==> src/rtl/lcd_status_reader_if.sv <==
// Pin and handshake bundle for the HD44780 4-bit status reader.
// slave = the reader itself; master = the requester plus the LCD pin model.
interface lcd_status_reader_if;
  logic       readStatus;
  logic       waitReady;
  logic [3:0] LCD_DB_IN;
  logic       LCD_DB_OE;
  logic       LCD_RS;
  logic       LCD_RW;
  logic       LCD_E;
  logic       active;
  logic       statusValid;
  logic       busyFlag;
  logic [6:0] address;
  logic       timedOut;

  modport slave (
    input  readStatus, waitReady, LCD_DB_IN,
    output LCD_DB_OE, LCD_RS, LCD_RW, LCD_E,
           active, statusValid, busyFlag, address, timedOut
  );

  modport master (
    output readStatus, waitReady, LCD_DB_IN,
    input  LCD_DB_OE, LCD_RS, LCD_RW, LCD_E,
           active, statusValid, busyFlag, address, timedOut
  );
endinterface

==> src/rtl/lcd_status_reader.sv <==
// HD44780 busy-flag/address reader over the 4-bit bus: single read or poll until BF=0.
// Optional poll limit with timedOut pulse: define LCD_BUSY_TIMEOUT_EN.
module lcd_status_reader #(
  parameter int FREQ        = 50_000_000,
  parameter int T_SETUP_US  = 1,
  parameter int T_E_US      = 1,
  parameter int POLL_GAP_US = 10,
  parameter int MAX_POLLS   = 16
) (
  input logic                CLK,
  input logic                RST,
  lcd_status_reader_if.slave bus
);

  localparam int T1US = FREQ / 1_000_000;

  // Counters are loaded with length-1 so a phase lasts exactly its length in cycles.
  localparam logic [20:0] TS_M1 = 21'(T_SETUP_US * T1US - 1);
  localparam logic [20:0] TE_M1 = 21'(T_E_US * T1US - 1);
  localparam logic [20:0] TG_M1 = 21'(POLL_GAP_US * T1US - 1);

  localparam logic [2:0] IDLE  = 3'd0;
  localparam logic [2:0] SETUP = 3'd1;
  localparam logic [2:0] E1_HI = 3'd2;
  localparam logic [2:0] E1_LO = 3'd3;
  localparam logic [2:0] E2_HI = 3'd4;
  localparam logic [2:0] E2_LO = 3'd5;
  localparam logic [2:0] GAP   = 3'd6;
  localparam logic [2:0] DONE  = 3'd7;

  if (T1US < 1 || T_SETUP_US < 1 || T_E_US < 1 || POLL_GAP_US < 1 ||
      MAX_POLLS < 1 || MAX_POLLS > 31) begin : g_bad_cfg
    $error("lcd_status_reader: timing parameters must be >= 1 us and MAX_POLLS in 1..31");
  end

  logic [2:0]  state_q, state_d;
  logic [20:0] cnt_q, cnt_d;
  logic        poll_mode_q, poll_mode_d;
  logic [3:0]  hi_q, hi_d;
  logic [3:0]  lo_q, lo_d;
  logic        busy_flag_q, busy_flag_d;
  logic [6:0]  address_q, address_d;
  logic        phase_done;
  logic        keep_polling;
  logic        in_read;

`ifdef LCD_BUSY_TIMEOUT_EN
  logic [4:0] poll_cnt_q, poll_cnt_d;
  logic       limit_hit;

  // The increment for the read that is just finishing counts toward the limit.
  assign limit_hit    = (poll_cnt_q + 5'd1) >= 5'(MAX_POLLS);
  assign keep_polling = poll_mode_q && hi_q[3] && !limit_hit;
`else
  assign keep_polling = poll_mode_q && hi_q[3];
`endif

  assign phase_done = (cnt_q == 21'd0);

  always_comb begin
    // NOTE: every _d gets its hold value first so no path leaves it unassigned (no latches).
    state_d     = state_q;
    cnt_d       = phase_done ? cnt_q : cnt_q - 21'd1;
    poll_mode_d = poll_mode_q;
    hi_d        = hi_q;
    lo_d        = lo_q;
    busy_flag_d = busy_flag_q;
    address_d   = address_q;
`ifdef LCD_BUSY_TIMEOUT_EN
    poll_cnt_d  = poll_cnt_q;
`endif

    case (state_q)
      IDLE: begin
        if (bus.waitReady || bus.readStatus) begin
          poll_mode_d = bus.waitReady;
          state_d     = SETUP;
          cnt_d       = TS_M1;
`ifdef LCD_BUSY_TIMEOUT_EN
          poll_cnt_d  = 5'd0;
`endif
        end
      end
      SETUP: if (phase_done) begin
        state_d = E1_HI;
        cnt_d   = TE_M1;
      end
      E1_HI: if (phase_done) begin
        hi_d    = bus.LCD_DB_IN;
        state_d = E1_LO;
        cnt_d   = TE_M1;
      end
      E1_LO: if (phase_done) begin
        state_d = E2_HI;
        cnt_d   = TE_M1;
      end
      E2_HI: if (phase_done) begin
        lo_d    = bus.LCD_DB_IN;
        state_d = E2_LO;
        cnt_d   = TE_M1;
      end
      E2_LO: if (phase_done) begin
`ifdef LCD_BUSY_TIMEOUT_EN
        poll_cnt_d = poll_cnt_q + 5'd1;
`endif
        if (keep_polling) begin
          state_d = GAP;
          cnt_d   = TG_M1;
        end else begin
          // Result registers load on entry so they are already valid during DONE.
          state_d     = DONE;
          busy_flag_d = hi_q[3];
          address_d   = {hi_q[2:0], lo_q};
        end
      end
      GAP: if (phase_done) begin
        state_d = SETUP;
        cnt_d   = TS_M1;
      end
      DONE:    state_d = IDLE;
      default: state_d = IDLE;
    endcase
  end

  // NOTE: state registers use non-blocking assignments so every flop samples pre-edge values.
  always_ff @(posedge CLK or posedge RST) begin
    if (RST) begin
      state_q     <= IDLE;
      cnt_q       <= '0;
      poll_mode_q <= 1'b0;
      hi_q        <= '0;
      lo_q        <= '0;
      busy_flag_q <= 1'b1;
      address_q   <= '0;
    end else begin
      state_q     <= state_d;
      cnt_q       <= cnt_d;
      poll_mode_q <= poll_mode_d;
      hi_q        <= hi_d;
      lo_q        <= lo_d;
      busy_flag_q <= busy_flag_d;
      address_q   <= address_d;
    end
  end

`ifdef LCD_BUSY_TIMEOUT_EN
  always_ff @(posedge CLK or posedge RST) begin
    if (RST) poll_cnt_q <= '0;
    else     poll_cnt_q <= poll_cnt_d;
  end
`endif

  // Pin controls decode straight from state so reset releases the bus in the same cycle.
  assign in_read = (state_q == SETUP) || (state_q == E1_HI) || (state_q == E1_LO) ||
                   (state_q == E2_HI) || (state_q == E2_LO);

  assign bus.LCD_E       = (state_q == E1_HI) || (state_q == E2_HI);
  assign bus.LCD_RW      = in_read;
  assign bus.LCD_DB_OE   = !in_read;
  assign bus.LCD_RS      = 1'b0;
  assign bus.active      = (state_q != IDLE);
  assign bus.statusValid = (state_q == DONE);
  assign bus.busyFlag    = busy_flag_q;
  assign bus.address     = address_q;

`ifdef LCD_BUSY_TIMEOUT_EN
  // Poll mode only reaches DONE with BF=1 when the limit stopped it.
  assign bus.timedOut = (state_q == DONE) && poll_mode_q && busy_flag_q;
`else
  assign bus.timedOut = 1'b0;
`endif

endmodule

==> src/flat_wrapper.sv <==
// flat-port wrapper written by rule: the top's interface ports become plain ports
module lcd_status_reader_flat 
#(
  parameter int FREQ        = 50_000_000,
  parameter int T_SETUP_US  = 1,
  parameter int T_E_US      = 1,
  parameter int POLL_GAP_US = 10,
  parameter int MAX_POLLS   = 16
)
  (CLK, RST, bus_readStatus, bus_waitReady, bus_LCD_DB_IN, bus_LCD_DB_OE, bus_LCD_RS, bus_LCD_RW, bus_LCD_E, bus_active, bus_statusValid, bus_busyFlag, bus_address, bus_timedOut);
  lcd_status_reader_if bus_i ();
  input logic CLK;
  input logic RST;
  input wire logic [$bits(bus_i.readStatus)-1:0] bus_readStatus;
  input wire logic [$bits(bus_i.waitReady)-1:0] bus_waitReady;
  input wire logic [$bits(bus_i.LCD_DB_IN)-1:0] bus_LCD_DB_IN;
  output wire logic [$bits(bus_i.LCD_DB_OE)-1:0] bus_LCD_DB_OE;
  output wire logic [$bits(bus_i.LCD_RS)-1:0] bus_LCD_RS;
  output wire logic [$bits(bus_i.LCD_RW)-1:0] bus_LCD_RW;
  output wire logic [$bits(bus_i.LCD_E)-1:0] bus_LCD_E;
  output wire logic [$bits(bus_i.active)-1:0] bus_active;
  output wire logic [$bits(bus_i.statusValid)-1:0] bus_statusValid;
  output wire logic [$bits(bus_i.busyFlag)-1:0] bus_busyFlag;
  output wire logic [$bits(bus_i.address)-1:0] bus_address;
  output wire logic [$bits(bus_i.timedOut)-1:0] bus_timedOut;
  assign bus_i.readStatus = bus_readStatus;
  assign bus_i.waitReady = bus_waitReady;
  assign bus_i.LCD_DB_IN = bus_LCD_DB_IN;
  assign bus_LCD_DB_OE = bus_i.LCD_DB_OE;
  assign bus_LCD_RS = bus_i.LCD_RS;
  assign bus_LCD_RW = bus_i.LCD_RW;
  assign bus_LCD_E = bus_i.LCD_E;
  assign bus_active = bus_i.active;
  assign bus_statusValid = bus_i.statusValid;
  assign bus_busyFlag = bus_i.busyFlag;
  assign bus_address = bus_i.address;
  assign bus_timedOut = bus_i.timedOut;
  lcd_status_reader #(.FREQ(FREQ), .T_SETUP_US(T_SETUP_US), .T_E_US(T_E_US), .POLL_GAP_US(POLL_GAP_US), .MAX_POLLS(MAX_POLLS)) u_core (.CLK(CLK), .RST(RST), .bus(bus_i));
endmodule
==> config.mk <==
export PLATFORM = sky130hd
export DESIGN_NAME = lcd_status_reader_flat
export DESIGN_NICKNAME = d
export VERILOG_FILES = /design/src/rtl/lcd_status_reader_if.sv /design/src/rtl/lcd_status_reader.sv /design/src/flat_wrapper.sv
export SDC_FILE = /design/constraint.sdc
export NUM_CORES = 1
export LEC_CHECK = 0
export CAP_MARGIN = 20
export CORE_ASPECT_RATIO = 0.7
export CORE_MARGIN = 1.5
export CORE_UTILIZATION = 40
export DETAILED_ROUTE_END_ITERATION = 10
export GPL_ROUTABILITY_DRIVEN = 0
export PLACE_DENSITY = 0.68
export SYNTH_ARGS = -nofsm -noshare
export SYNTH_HDL_FRONTEND = slang
export SYNTH_SLANG_ARGS = --single-unit
==> constraint.sdc <==
create_clock -name CLK -period 3.9 [get_ports CLK]
set_input_delay 0.78 -clock CLK [delete_from_list [all_inputs] [get_ports CLK]]
set_output_delay 0.78 -clock CLK [all_outputs]
set_load 0.02 [all_outputs]
* Word level (Yosys, flattened, before mapping) *
Index checks and enable logic that the tools add are counted.

storage, ports and cells
  logic and storage cells = 55
  bits of input ports = 8
  flip-flop bits (word level) = 41

operators by class
  mux-type cells = 15
  equality and inequality tests = 14
  $add $sub $neg = 1
  reduce and logical (&&, ||, !) cells = 17
  bitwise operators = 1

operators by type and width
  cell                                                   count
  two-way mux 21 bit                                     5
  case mux 21 bit (3 select lines)                       1
  case mux 3 bit (8 select lines)                        1
  logical NOT 21 bit                                     1
  two-way mux 3 bit                                      7
  subtractor 21 x 1 -> 21 bit, second input constant     1
  inequality test 2 x 1 -> 1 bit, second input constant  7
  equality test 3 bit, second input constant             4
  AND reduction 7 bit                                    1
  equality test 3 x 2 -> 1 bit, second input constant    2
  logical OR 1 bit                                       6
  AND reduction 2 bit                                    3
  OR reduction 5 bit                                     1
  equality test 3 x 1 -> 1 bit, second input constant    1
  logical NOT 3 bit                                      1
  AND reduction 3 bit                                    1
  nonzero test 3 bit                                     1
  logical AND 1 bit                                      1
  logical NOT 1 bit                                      1
  two-way mux 1 bit                                      1
  NOT 1 bit                                              1

* Depth between registers and ports, before layout *
Gate-level depths: netlist of the first run.

  word-level depth = 6
  depth in mapped cells = 12
  depth with buffers taken out = 12

* Worst setup path before layout of the first run *
No wires, ideal clock.

  kind = register -> register
  start point = register u_core.cnt_q[19]
  end point = register u_core.cnt_q[0]
  cell stages (with the launch flop) = 12
  arrival time = 2.762 ns
  setup slack = 1.018 ns
  buffers on the path = 1
  clock period less this slack = 2.882 ns
  library setup time = 0.120 ns
  cells stage by stage = dfrtp_1 or4_4 or2_2 clkbuf_1 nor3_2 inv_1 ha_1 nor3_1 a211oi_1 a31oi_1 a22oi_1 a31o_2

between the ends
  longest elaborated chain between the ends = 5
  elaborated cells between the ends (all ways) = 7

RTL lines
  item                                  line                      text
  from (decl)                           lcd_status_reader.sv:37   logic [20:0] cnt_q, cnt_d;
  from (signal assigned)                lcd_status_reader.sv:137  cnt_q <= cnt_d;
  logical NOT 21 bit (*)                lcd_status_reader.sv:58   assign phase_done = (cnt_q == 21'd0);
  two-way mux 21 bit                    lcd_status_reader.sv:63   cnt_d = phase_done ? cnt_q : cnt_q - 21'd1;
  two-way mux 21 bit                    lcd_status_reader.sv:106  if (keep_polling) begin
  two-way mux 21 bit                    lcd_status_reader.sv:102  E2_LO: if (phase_done) begin
  case mux 21 bit (3 select lines) (*)  lcd_status_reader.sv:73   case (state_q)
  via u_core.cnt_d[0]                   lcd_status_reader.sv:37

Mark *: on every way through the listed nets, which the timed path passes. The rest lies on a longest branch.
A chain may end at the register's enable or synchronous reset.

* Worst setup path after layout of the first run *
  start point = register u_core.cnt_q[0]
  end point = register u_core.cnt_q[0]

between the ends
  longest elaborated chain between the ends = 5
  elaborated cells between the ends (all ways) = 8

RTL lines
  item                                                               line
  subtractor 21 x 1 -> 21 bit or logical NOT 21 bit (tied branches)  lcd_status_reader.sv:63, lcd_status_reader.sv:58
  two-way mux 21 bit                                                 lcd_status_reader.sv:63
  two-way mux 21 bit                                                 lcd_status_reader.sv:106
  two-way mux 21 bit                                                 lcd_status_reader.sv:102
  case mux 21 bit (3 select lines) (*)                               lcd_status_reader.sv:73
  via u_core.cnt_d[0]                                                lcd_status_reader.sv:37

Marked as above.

==> impl_metrics.prom, run 1 <==
# TYPE chip_impl_metric gauge
chip_impl_metric{name="die_h",unit="um"} 64.89
chip_impl_metric{name="drt_first_pass_iters",unit=""} 4
chip_impl_metric{name="antenna_found_initial",unit=""} 0
chip_impl_metric{name="postSynth.asyncResetShare",unit="%"} 100.0
chip_impl_metric{name="finish.cell_count_without_fillers",unit=""} 312
chip_impl_metric{name="slew-limit-headroom",unit="%"} 50.59
chip_impl_info{name="result_of_the_run",value="complete, no violations"} 1
chip_impl_metric{name="gr-usage-met2",unit="%"} 24.07
chip_impl_metric{name="max-vdd-ir-drop",unit="V"} 0.0001062
chip_impl_info{name="worst_setup_path_end_kind",value="flip-flop"} 1
chip_impl_metric{name="clock_tree.buffer_depth",unit=""} 2
chip_impl_metric{name="route.detailed.vias_per_inst",unit=""} 5.372
chip_impl_metric{name="start_util",unit="%"} 41.62
chip_impl_metric{name="multi_input_area",unit="sq um"} 1079
chip_impl_info{name="cts.root.buffer_cell",value="clkbuf_8"} 1
chip_impl_metric{name="synth-warning-count",unit=""} 0
chip_impl_metric{name="layout_setup_ws",unit="ns"} 0.6080
chip_impl_metric{name="dpl.cell_count",unit=""} 304
chip_impl_metric{name="timing.final.setup_violations",unit=""} 0
chip_impl_metric{name="worst_skew",unit="ns"} 0.007963
chip_impl_metric{name="r2r_setup_slack",unit="ns"} 0.61
chip_impl_metric{name="syn_area_per_cell",unit="sq um"} 10.18
chip_impl_metric{name="cts_max_level",unit=""} 2
chip_impl_metric{name="finalWirelength",unit="mm"} 4.588
chip_impl_info{name="startpoint_type",value="flip-flop"} 1
chip_impl_metric{name="number_of_storage_elements_in_the_synthesis_netlist",unit=""} 41
chip_impl_info{name="cts_tree",value="done"} 1
chip_impl_metric{name="max_cap_violations",unit=""} 0
chip_impl_metric{name="layout_utilization",unit="%"} 48.57
chip_impl_metric{name="critical_path_required",unit="ns"} 4.10
chip_impl_metric{name="m3_gr_usage",unit="%"} 4.577
chip_impl_info{name="rr_startpoint",value="u_core.cnt_q[0]"} 1
chip_impl_info{name="min_to",value="u_core.lo_q[3]"} 1
chip_impl_metric{name="hold_viol_final",unit=""} 0
chip_impl_metric{name="area_of_the_core",unit="sq um"} 5258
chip_impl_metric{name="clock_latency",unit="ns"} 0.30
chip_impl_metric{name="port_buffers",unit=""} 20
chip_impl_metric{name="cts_sinks",unit=""} 41
chip_impl_metric{name="grt_first_pass_wirelength",unit="mm"} 7.983
chip_impl_metric{name="num-nets-final",unit=""} 249
chip_impl_metric{name="p_leak",unit="nW"} 1.109
chip_impl_metric{name="place_worst_setup_slack",unit="ns"} 0.7068
chip_impl_metric{name="min_period_over_period",unit="%"} 84.41
chip_impl_metric{name="grt-ovfl-total",unit=""} 0
chip_impl_info{name="busiest_layer",value="met1"} 1
chip_impl_metric{name="chipWidth",unit="um"} 91.41
chip_impl_metric{name="postSynthCellCount",unit=""} 215
chip_impl_metric{name="antennaDiodeCount",unit=""} 0
chip_impl_metric{name="io_pins",unit=""} 23
chip_impl_metric{name="post_layout_min_period",unit="ns"} 3.292
chip_impl_metric{name="dr_total_vias",unit=""} 1676
chip_impl_info{name="category_of_the_most_critical_setup_path",value="reg2reg"} 1
chip_impl_info{name="rr_endpoint",value="u_core.cnt_q[0]"} 1
chip_impl_metric{name="ff2ff_path_depth",unit=""} 13
chip_impl_metric{name="tightestPinTransition",unit="ns"} 0.7343
chip_impl_metric{name="maximum_fanout_along_the_worst_path",unit=""} 8
chip_impl_info{name="worst_hold_path_type",value="reg2reg"} 1
chip_impl_metric{name="grt_use_met1",unit="%"} 25.67
chip_impl_info{name="top_library_cells_by_usage_in_the_layout_fill_and_taps_aside",value="dfrtp_1 (40), nor2_1 (20), clkdlybuf4s50_1 (20)"} 1
chip_impl_metric{name="cts_inserted_buffers",unit=""} 5
chip_impl_metric{name="yosys.cell_types.count",unit=""} 50
chip_impl_metric{name="final_max_slew_viol_count",unit=""} 0
chip_impl_metric{name="fillers",unit=""} 486
chip_impl_metric{name="post-cts-setup-buffers",unit=""} 0
chip_impl_info{name="commonest_register_cell_after_synthesis",value="dfrtp_1"} 1
chip_impl_metric{name="areaGrowthSynthToFinish",unit="%"} 16.70
chip_impl_metric{name="synth-edff-count",unit=""} 0
chip_impl_metric{name="cp.arrival",unit="ns"} 3.49
chip_impl_metric{name="mappedNetlistArea",unit="sq um"} 2188
chip_impl_metric{name="fp-row-count",unit=""} 22
chip_impl_metric{name="cts_resized",unit=""} 0
chip_impl_metric{name="drt_first_iter_violations",unit=""} 203
chip_impl_info{name="hold_path.startpoint",value="u_core.lo_q[3]"} 1
chip_impl_metric{name="post_cts_hold_buffer_count",unit=""} 0
chip_impl_metric{name="die_area",unit="sq um"} 5931
chip_impl_metric{name="timing.fmax",unit="MHz"} 303.8
chip_impl_metric{name="cellPowerDensity",unit="nW/um^2"} 288.1
chip_impl_metric{name="wl_per_cell",unit="um"} 14.71
chip_impl_info{name="grt_setup_unrepaired",value="false"} 1
chip_impl_metric{name="grt_pass1_vias",unit=""} 1579
chip_impl_metric{name="fin_setup_tns",unit="ns"} 0
chip_impl_metric{name="route.detailed.drc",unit=""} 0
chip_impl_metric{name="detail-route-antenna-nets",unit=""} 0
chip_impl_metric{name="synth-seq-area-share",unit="%"} 46.94
chip_impl_info{name="layout.cells.most_common",value="dfrtp_1"} 1
chip_impl_metric{name="cts.clk_slew.worst_paths",unit="ns"} 0.09
chip_impl_metric{name="regArea",unit="sq um"} 1027
chip_impl_metric{name="place.detailed.hpwl",unit="mm"} 3.251
chip_impl_metric{name="timing.hold.worst_path_depth",unit=""} 1
chip_impl_metric{name="drive_gt1_share",unit="%"} 16.67
chip_impl_metric{name="grt_util_all_layers",unit="%"} 17.24
chip_impl_metric{name="maximum_number_of_pins_on_one_net_before_global_route_repair",unit=""} 42
==> worst max path at each step <==
stage	start	to	slack, ns	cells after the start
2_1_floorplan	u_core.cnt_q[19]	u_core.cnt_q[0]	1.02	11
6_report	u_core.cnt_q[0]	u_core.cnt_q[0]	0.61	13
3_5_place_dp	u_core.cnt_q[0]	u_core.cnt_q[0]	0.71	13
4_1_cts	u_core.cnt_q[0]	u_core.cnt_q[0]	0.68	13
5_1_grt	u_core.cnt_q[0]	u_core.cnt_q[0]	0.35	13
3_3_place_gp	u_core.cnt_q[0]	u_core.cnt_q[0]	0.95	13
==> synth_stat cells (2+ instances only) <==
cell type | n | area share [%]
buf_6 | 2 | 1.0
o21ai_0 | 9 | 2.1
nor2b_1 | 2 | 0.57
buf_4 | 2 | 0.69
clkbuf_1 | 5 | 0.86
or3b_2 | 2 | 0.80
or3_1 | 5 | 1.4
dfrtp_1 | 40 | 46
nand3_1 | 7 | 1.6
o22ai_1 | 2 | 0.57
xor2_1 | 7 | 2.8
o211ai_1 | 2 | 0.69
a31oi_1 | 2 | 0.57
nor4_1 | 8 | 2.3
mux2_2 | 16 | 8.2
nor3_1 | 8 | 1.8
xnor2_1 | 7 | 2.8
nand2b_1 | 5 | 1.4
nand2_1 | 11 | 1.9
a21oi_1 | 10 | 2.3
and3_1 | 2 | 0.57
inv_1 | 8 | 1.4
nand4_1 | 3 | 0.86
mux2i_1 | 2 | 0.91
a211oi_1 | 2 | 0.69
or4_4 | 2 | 1.0
nor2_1 | 20 | 3.4
ha_1 | 2 | 1.1
==> layout make-up <==
| type | instances | area share (%) |
|---|---|---|
| Multi-Input combinational cell | 158 | 42.23 |
| Sequential cell | 41 | 40.23 |
| Timing Repair Buffer | 25 | 9.309 |
| Tap cell | 72 | 3.528 |
| Clock buffer | 5 | 2.695 |
| Inverter | 8 | 1.176 |
| Clock inverter | 3 | 0.8329 |
==> where the power goes <==
| part | switching, mW | internal [mW] |
|---|---|---|
| clock network | 0.161 | 0.127 |
| registers | 0.000859 | 0.427 |
| logic | 0.0120 | 0.00846 |
| total | 0.173 | 0.562 |
==> cell families (layout without fill, tap and decap cells) <==
family,count (synthesis),count (layout),synth area share (%)
xor gates and xnor gates,14,14,5.603
DFF,41,41,46.94
muxes,18,18,9.148
AOI/OAI and AO/OA,37,37,10.92
adders and majority gates,3,3,1.601
and+or+nand+nor,84,84,21.67
other,1,2,0.1714
buffers and inverters,17,41,3.945
==> registers in the layout, summed over array words and instances (netlist names) <==
name	flops
u_core.poll_mode_q	1
u_core.lo_q	4
u_core.state_q	3
u_core.hi_q	4
u_core.cnt_q	21
u_core.bus.busyFlag	1
u_core.bus.address	7
==> metrics by stage <==
| step | area [sq um] | total power, mW | hold slack (ns) |
|---|---|---|---|
| floorplan | 2192 | 0.4473 | 0.4750 |
| global placement | 2464 | 0.4574 | 0.4876 |
| detailed placement | 2464 | 0.4574 | 0.4901 |
| CTS | 2554 | 0.7417 | 0.5105 |
| global route | 2554 | 0.7719 | 0.5332 |
| finish | 2554 | 0.7357 | 0.5092 |
==> worst max-delay path: stages, from the launching register on <==
cell      delay, ns
dfrtp_1        0.43
inv_1          0.08
ha_1           0.20
nor3b_1        0.59
nand4_1        0.41
nor3_2         0.20
buf_4          0.19
inv_1          0.05
ha_1           0.32
nor3_1         0.14
a211oi_1       0.07
a31oi_1        0.17
a22oi_1        0.10
a31o_2         0.25
==> metal layers <==
layer / vias up / part of all wire [%] / routed length (um)
met5: - / 0 / 0
met4: 0 / 0.54 / 25
met3: 3 / 5.3 / 244
met2: 52 / 42 / 1923
met1: 802 / 52 / 2395
li1: 819 / - / -
(Power assumes the default switching activity.)
==> run 2, diff against run 1 <==
Settings changed: PLACE_DENSITY 0.68 to 0.7.
Clock period 3.9 ns to 3 ns, I/O delays scaled along.
==> run 2 against run 1 <==
Effect of this change: largest power group unchanged; first-iteration DRC count decreased by 36%; count of clock-buffer cells in the layout unchanged; final cell count is 2.9% higher; sequential share of layout area decreased by 1.4 points; critical endpoint is now u_core.cnt_q[11]; critical path type unchanged; maximum frequency is 16% higher; total power grew 41%; clock skew down 0.0032 ns.
==> impl_metrics.prom, run 2 (synthesis results as in run 1) <==
# TYPE chip_impl_metric gauge
chip_impl_info{name="result_of_the_run",value="complete, no violations"} 1
chip_impl_metric{name="drt_first_pass_iters",unit=""} 4
chip_impl_metric{name="chipWidth",unit="um"} 91.41
chip_impl_metric{name="area_of_the_core",unit="sq um"} 5258
chip_impl_metric{name="fillers",unit=""} 492
chip_impl_info{name="layout.cells.most_common",value="dfrtp_1"} 1
chip_impl_metric{name="io_pins",unit=""} 23
chip_impl_metric{name="placedInstanceArea",unit="sq um"} 2516
chip_impl_metric{name="route.detailed.vias_per_inst",unit=""} 5.206
chip_impl_metric{name="min_period_over_period",unit="%"} 95.00
chip_impl_metric{name="wl_per_cell",unit="um"} 14.49
chip_impl_metric{name="cts_inserted_buffers",unit=""} 5
chip_impl_metric{name="post_layout_min_period",unit="ns"} 2.850
chip_impl_metric{name="fin_total_pwr",unit="mW"} 1.036
chip_impl_metric{name="layout_setup_ws",unit="ns"} 0.1501
chip_impl_metric{name="cts_resized",unit=""} 0
chip_impl_metric{name="fp-row-count",unit=""} 22
chip_impl_metric{name="grt_util_all_layers",unit="%"} 17.57
chip_impl_metric{name="areaGrowthSynthToFinish",unit="%"} 20.93
chip_impl_metric{name="finalWirelength",unit="mm"} 4.651
chip_impl_metric{name="route.detailed.drc",unit=""} 0
chip_impl_metric{name="die_area",unit="sq um"} 5931
chip_impl_metric{name="multi_input_area",unit="sq um"} 1079
chip_impl_metric{name="antennaDiodeCount",unit=""} 0
chip_impl_metric{name="maximum_fanout_along_the_worst_path",unit=""} 15
chip_impl_info{name="startpoint_type",value="flip-flop"} 1
chip_impl_metric{name="num-nets-final",unit=""} 258
chip_impl_metric{name="detail-route-antenna-nets",unit=""} 0
chip_impl_metric{name="clock_tree.buffer_depth",unit=""} 2
chip_impl_metric{name="dr_total_vias",unit=""} 1671
chip_impl_metric{name="max-vdd-ir-drop",unit="V"} 0.0001864
chip_impl_metric{name="grt-ovfl-total",unit=""} 0
chip_impl_metric{name="drt_first_iter_violations",unit=""} 130
chip_impl_info{name="crit_path_cell_trace",value="inv_1 -> ha_1 -> or3b_2 -> or4_4 -> or3_4 -> a21oi_4 -> nor2_1"} 1
chip_impl_metric{name="port_buffers",unit=""} 20
chip_impl_metric{name="place_worst_setup_slack",unit="ns"} 0.1313
chip_impl_metric{name="clock_latency",unit="ns"} 0.30
chip_impl_metric{name="die_h",unit="um"} 64.89
chip_impl_metric{name="hold_viol_final",unit=""} 0
chip_impl_info{name="critical-path-slowest-cell",value="or4_4"} 1
chip_impl_metric{name="grt_pass1_vias",unit=""} 1689
chip_impl_metric{name="cellPowerDensity",unit="nW/um^2"} 391.4
chip_impl_info{name="cts.root.buffer_cell",value="clkbuf_8"} 1
chip_impl_metric{name="cts.clk_slew.worst_paths",unit="ns"} 0.08
chip_impl_metric{name="antenna_found_initial",unit=""} 0
chip_impl_metric{name="regArea",unit="sq um"} 1027
chip_impl_info{name="cts_tree",value="done"} 1
chip_impl_info{name="worst_setup_path_end_kind",value="flip-flop"} 1
chip_impl_metric{name="drive_gt1_share",unit="%"} 19.68
chip_impl_metric{name="worst_skew",unit="ns"} 0.004800
chip_impl_metric{name="post-cts-setup-buffers",unit=""} 0
chip_impl_metric{name="slowest_delay",unit="ns"} 0.58
chip_impl_info{name="worst_hold_path_type",value="reg2reg"} 1
chip_impl_info{name="top_library_cells_by_usage_in_the_layout_fill_and_taps_aside",value="dfrtp_1 (40), nor2_1 (20), clkdlybuf4s50_1 (20)"} 1
chip_impl_metric{name="start_util",unit="%"} 41.62
chip_impl_metric{name="max_cap_violations",unit=""} 0
chip_impl_metric{name="timing.fmax",unit="MHz"} 350.9
chip_impl_metric{name="tightestPinTransition",unit="ns"} 0.6845
chip_impl_info{name="category_of_the_most_critical_setup_path",value="reg2reg"} 1
chip_impl_metric{name="final_max_slew_viol_count",unit=""} 0
chip_impl_metric{name="critical_path_required",unit="ns"} 3.17
chip_impl_metric{name="timing.final.setup_violations",unit=""} 0
chip_impl_metric{name="cp.arrival",unit="ns"} 3.02
chip_impl_metric{name="post_cts_hold_buffer_count",unit=""} 0
chip_impl_metric{name="slew-limit-headroom",unit="%"} 53.94
chip_impl_metric{name="cts_sinks",unit=""} 41
chip_impl_metric{name="worst_hold_slack",unit="ns"} 0.5051
chip_impl_metric{name="cts_max_level",unit=""} 2
chip_impl_metric{name="place.detailed.hpwl",unit="mm"} 3.319
chip_impl_metric{name="grt_first_pass_wirelength",unit="mm"} 8.197
chip_impl_metric{name="layout.cell_area.non_filler",unit="sq um"} 2646
chip_impl_metric{name="largest_register_ff_count",unit=""} 21
chip_impl_metric{name="p_leak",unit="nW"} 1.161
chip_impl_metric{name="maximum_number_of_pins_on_one_net_before_global_route_repair",unit=""} 42
chip_impl_info{name="top_reg_by_flops",value="u_core.cnt_q"} 1
run 2: cell types whose count changed in the layout (fill, tap and decap cells not counted), sizes merged:
cell / delta
inv: -1
bufinv: +1
buf: +9
run 2: cell type report:
cell class                 count  share of cell area [%]
clock buffer                   5                   2.600
clock inverter                 3                   1.749
inverter                       8                   1.135
multi-input combinational    158                   40.76
sequential                    41                   38.82
tap                           72                   3.404
timing repair buffer          34                   11.54
run 2: through the flow:
step	utilization (%)	TNS [ns]	instances
3_5_place_dp	47.86	0	311
3_3_place_gp	47.86	0	311
6_report	50.33	0	321
5_1_grt	50.33	-0.01033	321
2_1_floorplan	-	0	216
4_1_cts	50.05	0	319
run 2: path summary, 6_finish.rpt:
path	start	endpoint	slack, ns	cells past startpoint
max reg2reg	u_core.cnt_q[0]	u_core.cnt_q[11]	0.15	7
min reg2reg	u_core.lo_q[0]	u_core.bus.address[0]	0.51	1
max in group asynchronous	RST	u_core.bus.busyFlag	1.92	3
max	u_core.cnt_q[0]	u_core.cnt_q[11]	0.15	7
min in group asynchronous	RST	u_core.bus.address[5]	0.72	3
min	u_core.lo_q[0]	u_core.bus.address[0]	0.51	1
run 2: power by group:
group          internal [mW]  switching [mW]
logic                 0.0110          0.0154
clock network          0.249           0.204
registers              0.555         0.00117
run 2: per-layer routing:
metal	vias to the layer above	wire, um	track usage, %
met3	5	239	3.756
met1	785	2501	27.60
met2	46	1874	23.60
li1	835	-	-
met5	-	0	0
met4	0	36	5.078
run 2: worst max-delay path: cells and delay by family, from the launching register on:
family                   cells  cell delay, ns
AND/OR/NAND/NOR              4            1.63
flip-flops                   1            0.43
AO/OA/AOI/OAI                1            0.39
adder cells (fa/ha/maj)      1            0.19
buffers and inverters        1            0.08
